<file path="src/rtl/integ_pkg.sv">
// integ_pkg: shared definitions for the integration stream feeder.
//   INIT_ADDR / DATA_ADDR : register-file word addresses targeted by the feeder
//   feeder_state_t        : feeder job FSM encoding
package integ_pkg;

    localparam logic [7:0] INIT_ADDR = 8'd0;
    localparam logic [7:0] DATA_ADDR = 8'd1;

    typedef enum logic [1:0] {
        StIdle,
        StWrInit,
        StStream,
        StFinish
    } feeder_state_t;

endpackage

</file>
<file path="src/rtl/integ_stream_feeder_if.sv">
// integ_stream_feeder_if: sample stream sink plus Avalon-MM write master bus.
//   snk_valid/snk_data/snk_ready : valid/ready sample stream into the feeder
//   avm_m0_address/write/writedata/waitrequest : Avalon-MM write master
//   modport master : feeder side (consumes the stream, drives the bus)
//   modport slave  : environment side (produces the stream, answers the bus)
interface integ_stream_feeder_if #(
    parameter int unsigned N = 32
) ();

    logic         snk_valid;
    logic [N-1:0] snk_data;
    logic         snk_ready;
    logic [7:0]   avm_m0_address;
    logic         avm_m0_write;
    logic [N-1:0] avm_m0_writedata;
    logic         avm_m0_waitrequest;

    modport master (
        input  snk_valid,
        input  snk_data,
        output snk_ready,
        output avm_m0_address,
        output avm_m0_write,
        output avm_m0_writedata,
        input  avm_m0_waitrequest
    );

    modport slave (
        output snk_valid,
        output snk_data,
        input  snk_ready,
        input  avm_m0_address,
        input  avm_m0_write,
        input  avm_m0_writedata,
        output avm_m0_waitrequest
    );

endinterface

</file>
<file path="src/rtl/integ_stream_feeder_sync_fifo.sv">
// sync_fifo: single-clock show-ahead FIFO.
//   clk, srst : clock and synchronous active-high reset (flushes contents)
//   push/wdata: write request and data; ignored when full
//   pop       : read request; ignored when empty
//   rdata     : head entry, valid whenever empty=0
//   full/empty: derived from the registered occupancy count
module sync_fifo #(
    parameter int unsigned N          = 32,
    parameter int unsigned FIFO_DEPTH = 8
) (
    input  logic         clk,
    input  logic         srst,
    input  logic         push,
    input  logic [N-1:0] wdata,
    input  logic         pop,
    output logic [N-1:0] rdata,
    output logic         full,
    output logic         empty
);

    localparam int unsigned AW = $clog2(FIFO_DEPTH);
    localparam logic [AW:0] DEPTH_CNT = (AW + 1)'(FIFO_DEPTH);

    logic [N-1:0]  mem [FIFO_DEPTH];
    logic [AW-1:0] wr_ptr_q;
    logic [AW-1:0] rd_ptr_q;
    logic [AW:0]   count_q;
    logic          do_push;
    logic          do_pop;

    assign full    = (count_q == DEPTH_CNT);
    assign empty   = (count_q == '0);
    assign do_push = push && !full;
    assign do_pop  = pop && !empty;
    assign rdata   = mem[rd_ptr_q];

    // Pointers wrap naturally because the depth is a power of two.
    always_ff @(posedge clk) begin
        if (srst) begin
            wr_ptr_q <= '0;
            rd_ptr_q <= '0;
            count_q  <= '0;
        end else begin
            if (do_push) wr_ptr_q <= wr_ptr_q + AW'(1);
            if (do_pop)  rd_ptr_q <= rd_ptr_q + AW'(1);
            case ({do_push, do_pop})
                2'b10:   count_q <= count_q + (AW + 1)'(1);
                2'b01:   count_q <= count_q - (AW + 1)'(1);
                default: count_q <= count_q;
            endcase
        end
    end

    always_ff @(posedge clk) begin
        if (do_push) mem[wr_ptr_q] <= wdata;
    end

endmodule

</file>
<file path="src/rtl/integ_stream_feeder.sv">
// integ_stream_feeder: buffers a sample stream and, per job, writes one init word
// to INIT_ADDR followed by sample_count samples to DATA_ADDR over Avalon-MM.
//   clk, srst    : clock and synchronous active-high reset (aborts any job)
//   start        : one-cycle job request, ignored while busy
//   init_value   : init word, latched when start is accepted
//   sample_count : samples in the job, latched when start is accepted
//   bus          : stream sink + Avalon-MM write master (master modport)
//   busy         : job in progress
//   done         : one-cycle pulse when a job completes
module integ_stream_feeder
    import integ_pkg::*;
#(
    parameter int unsigned N          = 32,
    parameter int unsigned FIFO_DEPTH = 8,
    parameter int unsigned CNT_W      = 16
) (
    input  logic                  clk,
    input  logic                  srst,
    input  logic                  start,
    input  logic [N-1:0]          init_value,
    input  logic [CNT_W-1:0]      sample_count,
    integ_stream_feeder_if.master bus,
    output logic                  busy,
    output logic                  done
);

    feeder_state_t    state_q, state_d;
    logic             write_q, write_d;
    logic [7:0]       addr_q, addr_d;
    logic [N-1:0]     wdata_q, wdata_d;
    logic [CNT_W-1:0] remaining_q, remaining_d;

    logic             pop;
    logic [N-1:0]     fifo_head;
    logic             fifo_full;
    logic             fifo_empty;
    logic             wr_done;
    logic             last_write;

    sync_fifo #(
        .N          (N),
        .FIFO_DEPTH (FIFO_DEPTH)
    ) u_fifo (
        .clk   (clk),
        .srst  (srst),
        .push  (bus.snk_valid),
        .wdata (bus.snk_data),
        .pop   (pop),
        .rdata (fifo_head),
        .full  (fifo_full),
        .empty (fifo_empty)
    );

    assign bus.snk_ready        = !fifo_full;
    assign bus.avm_m0_address   = addr_q;
    assign bus.avm_m0_write     = write_q;
    assign bus.avm_m0_writedata = wdata_q;

    assign wr_done = write_q && !bus.avm_m0_waitrequest;
    // remaining_q counts samples not yet written; in WR_INIT no sample has been sent.
    assign last_write = (state_q == StWrInit) ? (remaining_q == '0)
                                              : (remaining_q == CNT_W'(1));

    always_ff @(posedge clk) begin
        if (srst) state_q <= StIdle;
        else      state_q <= state_d;
    end

    always_comb begin
        state_d = state_q;
        unique case (state_q)
            StIdle:   if (start) state_d = StWrInit;
            StWrInit: if (wr_done) state_d = last_write ? StFinish : StStream;
            StStream: if (wr_done && last_write) state_d = StFinish;
            StFinish: state_d = StIdle;
            default:  state_d = StIdle;
        endcase
    end

    always_comb begin
        write_d     = write_q;
        addr_d      = addr_q;
        wdata_d     = wdata_q;
        remaining_d = remaining_q;
        pop         = 1'b0;
        busy        = (state_q != StIdle);
        done        = (state_q == StFinish);
        case (state_q)
            StIdle: begin
                if (start) begin
                    write_d     = 1'b1;
                    addr_d      = INIT_ADDR;
                    wdata_d     = init_value;
                    remaining_d = sample_count;
                end
            end
            StWrInit, StStream: begin
                if (wr_done && state_q == StStream) remaining_d = remaining_q - CNT_W'(1);
                if (wr_done && last_write) begin
                    write_d = 1'b0;
                end else if (!write_q || wr_done) begin
                    // Bus is free (or frees at this edge): load the next sample if any.
                    if (!fifo_empty) begin
                        pop     = 1'b1;
                        write_d = 1'b1;
                        addr_d  = DATA_ADDR;
                        wdata_d = fifo_head;
                    end else begin
                        write_d = 1'b0;
                    end
                end
            end
            default: ;
        endcase
    end

    always_ff @(posedge clk) begin
        if (srst) begin
            write_q     <= 1'b0;
            addr_q      <= '0;
            wdata_q     <= '0;
            remaining_q <= '0;
        end else begin
            write_q     <= write_d;
            addr_q      <= addr_d;
            wdata_q     <= wdata_d;
            remaining_q <= remaining_d;
        end
    end

endmodule

</file>
<file path="src/flat_wrapper.sv">
// flat-port wrapper written by rule: the top's interface ports become plain ports
module integ_stream_feeder_flat import integ_pkg::*;
#(
    parameter int unsigned N          = 32,
    parameter int unsigned FIFO_DEPTH = 8,
    parameter int unsigned CNT_W      = 16
)
  (clk, srst, start, init_value, sample_count, busy, done, bus_snk_valid, bus_snk_data, bus_snk_ready, bus_avm_m0_address, bus_avm_m0_write, bus_avm_m0_writedata, bus_avm_m0_waitrequest);
  integ_stream_feeder_if #(.N(N)) bus_i ();
  input  logic clk;
  input  logic srst;
  input  logic start;
  input  logic [N-1:0] init_value;
  input  logic [CNT_W-1:0] sample_count;
  output logic busy;
  output logic done;
  input wire logic [$bits(bus_i.snk_valid)-1:0] bus_snk_valid;
  input wire logic [$bits(bus_i.snk_data)-1:0] bus_snk_data;
  output wire logic [$bits(bus_i.snk_ready)-1:0] bus_snk_ready;
  output wire logic [$bits(bus_i.avm_m0_address)-1:0] bus_avm_m0_address;
  output wire logic [$bits(bus_i.avm_m0_write)-1:0] bus_avm_m0_write;
  output wire logic [$bits(bus_i.avm_m0_writedata)-1:0] bus_avm_m0_writedata;
  input wire logic [$bits(bus_i.avm_m0_waitrequest)-1:0] bus_avm_m0_waitrequest;
  assign bus_i.snk_valid = bus_snk_valid;
  assign bus_i.snk_data = bus_snk_data;
  assign bus_snk_ready = bus_i.snk_ready;
  assign bus_avm_m0_address = bus_i.avm_m0_address;
  assign bus_avm_m0_write = bus_i.avm_m0_write;
  assign bus_avm_m0_writedata = bus_i.avm_m0_writedata;
  assign bus_i.avm_m0_waitrequest = bus_avm_m0_waitrequest;
  integ_stream_feeder #(.N(N), .FIFO_DEPTH(FIFO_DEPTH), .CNT_W(CNT_W)) u_core (.clk(clk), .srst(srst), .start(start), .init_value(init_value), .sample_count(sample_count), .bus(bus_i), .busy(busy), .done(done));
endmodule
</file>
<file path="config.mk">
export PLATFORM = sky130hd
export DESIGN_NAME = integ_stream_feeder_flat
export DESIGN_NICKNAME = d
export VERILOG_FILES = /design/src/rtl/integ_pkg.sv /design/src/rtl/integ_stream_feeder_if.sv /design/src/rtl/integ_stream_feeder_sync_fifo.sv /design/src/rtl/integ_stream_feeder.sv /design/src/flat_wrapper.sv
export SDC_FILE = /design/constraint.sdc
export NUM_CORES = 1
export LEC_CHECK = 0
export ABC_CLOCK_PERIOD_IN_PS = 4680
export CAP_MARGIN = 30
export CORE_MARGIN = 2
export CORE_UTILIZATION = 45
export DETAILED_ROUTE_END_ITERATION = 12
export GPL_TIMING_DRIVEN = 0
export PLACE_DENSITY = 0.69
export SYNTH_ARGS = -nofsm -noshare
export SYNTH_HDL_FRONTEND = slang
export SYNTH_SLANG_ARGS = --single-unit
</file>
<file path="constraint.sdc">
create_clock -name clk -period 4.68 [get_ports clk]
set_input_delay 0.936 -clock clk [delete_from_list [all_inputs] [get_ports clk]]
set_output_delay 0.936 -clock clk [all_outputs]
set_load 0.005 [all_outputs]
</file>
==> flow_summary.yaml <==
status:
  status: "finished, final reports clean"
synthesis:
  yosysMostFrequentCell: "edfxtp_1"
  synth_cell_types: 56
  synth_top_area_frac: 0.582
  synth_commonest_cells: "256 x edfxtp_1, 83 x a21oi_1, 75 x nand3_1"
  async_flop_share: 0
  synthCells: 848
  ys_ff_latch: 321
  syn_avg_cell_area_um2: 15.6
  ys.flop_type: "edfxtp_1"
  synth-edff-count: 256
  yosys_warnings: 0
  ys_seq_area_frac: 0.681
  synth_area_um2: 13200
  synth_area_leaders: "edfxtp_1 58%, mux4_2 11%, dfxtp_1 9.9%"
  synth_top_area_cell: "edfxtp_1"
place:
  io_buffers: 120
  hpwl_um: 22400
  finalWeightedCongestion: 0.908
  dp.cells: 1385
floorplan:
  rows: 62
  die_h_um: 175
  core_um2: 28800
  start_util: 0.459
  die_area_um2: 30700
  die_w_um: 175
  io_pins: 129
critical_path:
  endpoint: "u_core.bus.avm_m0_writedata[15]"
  worstPathCellList: "inv_1 -> ha_1 -> nand3b_1 -> a21oi_1 -> clkbuf_1 -> nand3_1 -> a21oi_1"
  cp.arrival_ns: 3.57
  worstPathMaxFanout: 10
  crit_path_end_kind: "flop"
  cpPeakStageDelay_ns: 0.84
  critPathLaunch: "u_core.state_q[0]"
  path_common_cell: "a21oi_1"
  setup.worst_path.start_class: "flop"
  r2r-start: "u_core.state_q[0]"
  required_ns: 5.11
  r2r_cells: 7
  cp_slowest_cell: "a21oi_1"
  rrSetupSlack_ns: 1.54
  r2r-end: "u_core.bus.avm_m0_writedata[15]"
  critical_path_class: "reg -> reg"
global_route:
  grt_use_total: 0.214
  grt-ovfl-total: 0
  grt_start_max_net_pins: 18
  antenna_found_initial: 2
  grt_first_pass_wirelength_um: 49300
  first_global_vias: 8156
layout:
  final_cells: 1448
  regArea_um2: 8990
  areaGrowthSynthToFinish_pct: 23.8
  nFillCells: 2217
  fin_nets: 1135
  multi_input_area_um2: 3930
  drive_above_1_share: 0.170
clock_network:
  htree_levels: 2
  cts_setup_buffers: 0
  clkSlewWorstSetupHoldPaths_ns: 0.06
  clockBufferDepth: 3
  cts_tree: "built"
  clockRootBuffer: "clkbuf_16"
  clk_latency_ns: 0.51
  numCtsBuffers: 34
  cts_hold_buf: 0
  cts_sinks: 321
  ctsResizeCount: 0
route:
  dr.pass1.iters: 5
  wirelength_um: 32600
  vias: 8244
  drc: 0
  dr.first_iter.drc_count: 835
  vias_per_cell: 5.69
  routedWlPerCell_um: 22.5
  ant_nets: 0
worst_hold_path:
  hold_start: "u_core.bus.avm_m0_writedata[6]"
  worstHoldPathType: "reg -> reg"
sta:
  min_period_ns: 3.14
  slew_viol_final: 0
  clock_skew_ns: 0.0150
  period_share: 0.670
  slew_headroom: 0.331
  max_slew.worst_pin.slew_ns: 0.995
  hold_viol: 0
  rsz0062_at_grt: "false"
  finalSetupViolations: 0
  max_clock_freq_ghz: 0.319
  hold_ws_ns: 0.465
power_and_ir_drop:
  p_per_area_nw_per_um2: 540
  p_leak_nw: 5.34
  ir_worst_vdd_v: 0.000275
run:
  maxCapViolCount: 0
routing by layer:
metal | up-vias | GRT usage | wire length (um)
li1 | 3695 | - | -
met1 | 4112 | 0.286 | 13400
met2 | 367 | 0.355 | 15900
met3 | 68 | 0.0463 | 2420
met4 | 2 | 0.0632 | 824
met5 | - | 0 | 16
worst max-delay path: cells and delay by family (launching register included):
family	cells	cell delay (ns)
AOI/OAI and AO/OA	2	1.02
adders and majority gates	1	0.37
buffers and inverters	2	0.59
DFF	1	0.37
and+or+nand+nor	2	0.71
logic make-up (layout without fill, tap and decap cells):
| group | Yosys count | count (layout) | share of synthesized area |
|---|---|---|---|
| compound gates | 130 | 130 | 0.0573 |
| xor+xnor | 7 | 7 | 0.00464 |
| fa+ha+maj | 13 | 13 | 0.0123 |
| buf+inv | 73 | 282 | 0.0280 |
| flops | 321 | 321 | 0.681 |
| mux | 103 | 103 | 0.139 |
| other cells | 1 | 8 | 0.000284 |
| simple gates | 200 | 200 | 0.0777 |
cells in the final DEF (no fill, tap or decap), types with 5 or more instances in the layout:
| cell type | synthesis | final |
|---|---|---|
| nand3_1 | 75 | 75 |
| a22oi_1 | 5 | 5 |
| inv_1 | 11 | 11 |
| clkinv_1 | 0 | 11 |
| buf_4 | 14 | 19 |
| nand2_1 | 12 | 12 |
| clkbuf_16 | 0 | 37 |
| conb_1 | 1 | 7 |
| dfxtp_1 | 65 | 65 |
| ha_1 | 13 | 13 |
| nor3_1 | 14 | 12 |
| edfxtp_1 | 256 | 256 |
| buf_2 | 16 | 16 |
| a21oi_1 | 83 | 83 |
| buf_8 | 0 | 5 |
| buf_1 | 6 | 6 |
| xor2_1 | 5 | 5 |
| clkdlybuf4s50_1 | 0 | 120 |
| buf_6 | 3 | 19 |
| nor2_1 | 55 | 54 |
| mux2i_1 | 37 | 37 |
| o22ai_1 | 5 | 5 |
| clkbuf_1 | 23 | 34 |
| mux4_2 | 64 | 64 |
| o21ai_0 | 14 | 14 |
final cells by class:
class                      count  share of cell area
antenna                        1            0.000153
buffer                        62              0.0201
clock buffer                  48              0.0592
clock inverter                14             0.00498
inverter                      11             0.00253
multi-input combinational    460               0.241
sequential                   321               0.550
tap                          384              0.0294
timing repair buffer         147              0.0931
where the power goes:
group	switching (W)	internal [W]	leakage, nW
clock	0.00104	0.00149	0.508
sequential	0.000207	0.00339	2.86
combinational	0.00157	0.00112	1.97
total	0.00282	0.00601	5.34
how the worst min path moves through the flow:
stage / endpoint / slack (ns) / cells after the start
2_1_floorplan: u_core.bus.avm_m0_address[0] / 0.44 / 2
3_3_place_gp: u_core.bus.avm_m0_writedata[20] / 0.46 / 2
3_5_place_dp: u_core.bus.avm_m0_writedata[14] / 0.46 / 2
4_1_cts: u_core.bus.avm_m0_writedata[14] / 0.47 / 2
5_1_grt: u_core.bus.avm_m0_writedata[12] / 0.49 / 2
6_report: u_core.bus.avm_m0_writedata[6] / 0.47 / 2
through the flow:
stage	total power (W)	area, um^2	setup TNS (ns)	setup slack, ns	util
after floorplan	0.00523	13200	-0.938	-0.0293	-
final	0.00883	16300	0	1.54	0.568
after global routing	0.00924	16300	0	1.20	0.568
after CTS	0.00885	16300	0	1.45	0.568
after global placement	0.00626	14900	-503.01	-4.10	0.518
after detailed placement	0.00632	15300	0	1.02	0.531
registers in the layout, summed over array words and instances, names as in the netlist, named ones only:
signal                       cells
u_core.bus.avm_m0_writedata     32
u_core.remaining_q              16
u_core.u_fifo.mem              256
u_core.bus.avm_m0_write          1
u_core.state_q                   2
u_core.bus.avm_m0_address        1
u_core.u_fifo.rd_ptr_q           3
u_core.u_fifo.wr_ptr_q           3
u_core.u_fifo.count_q            4
Power figures use the tool's default switching activity.
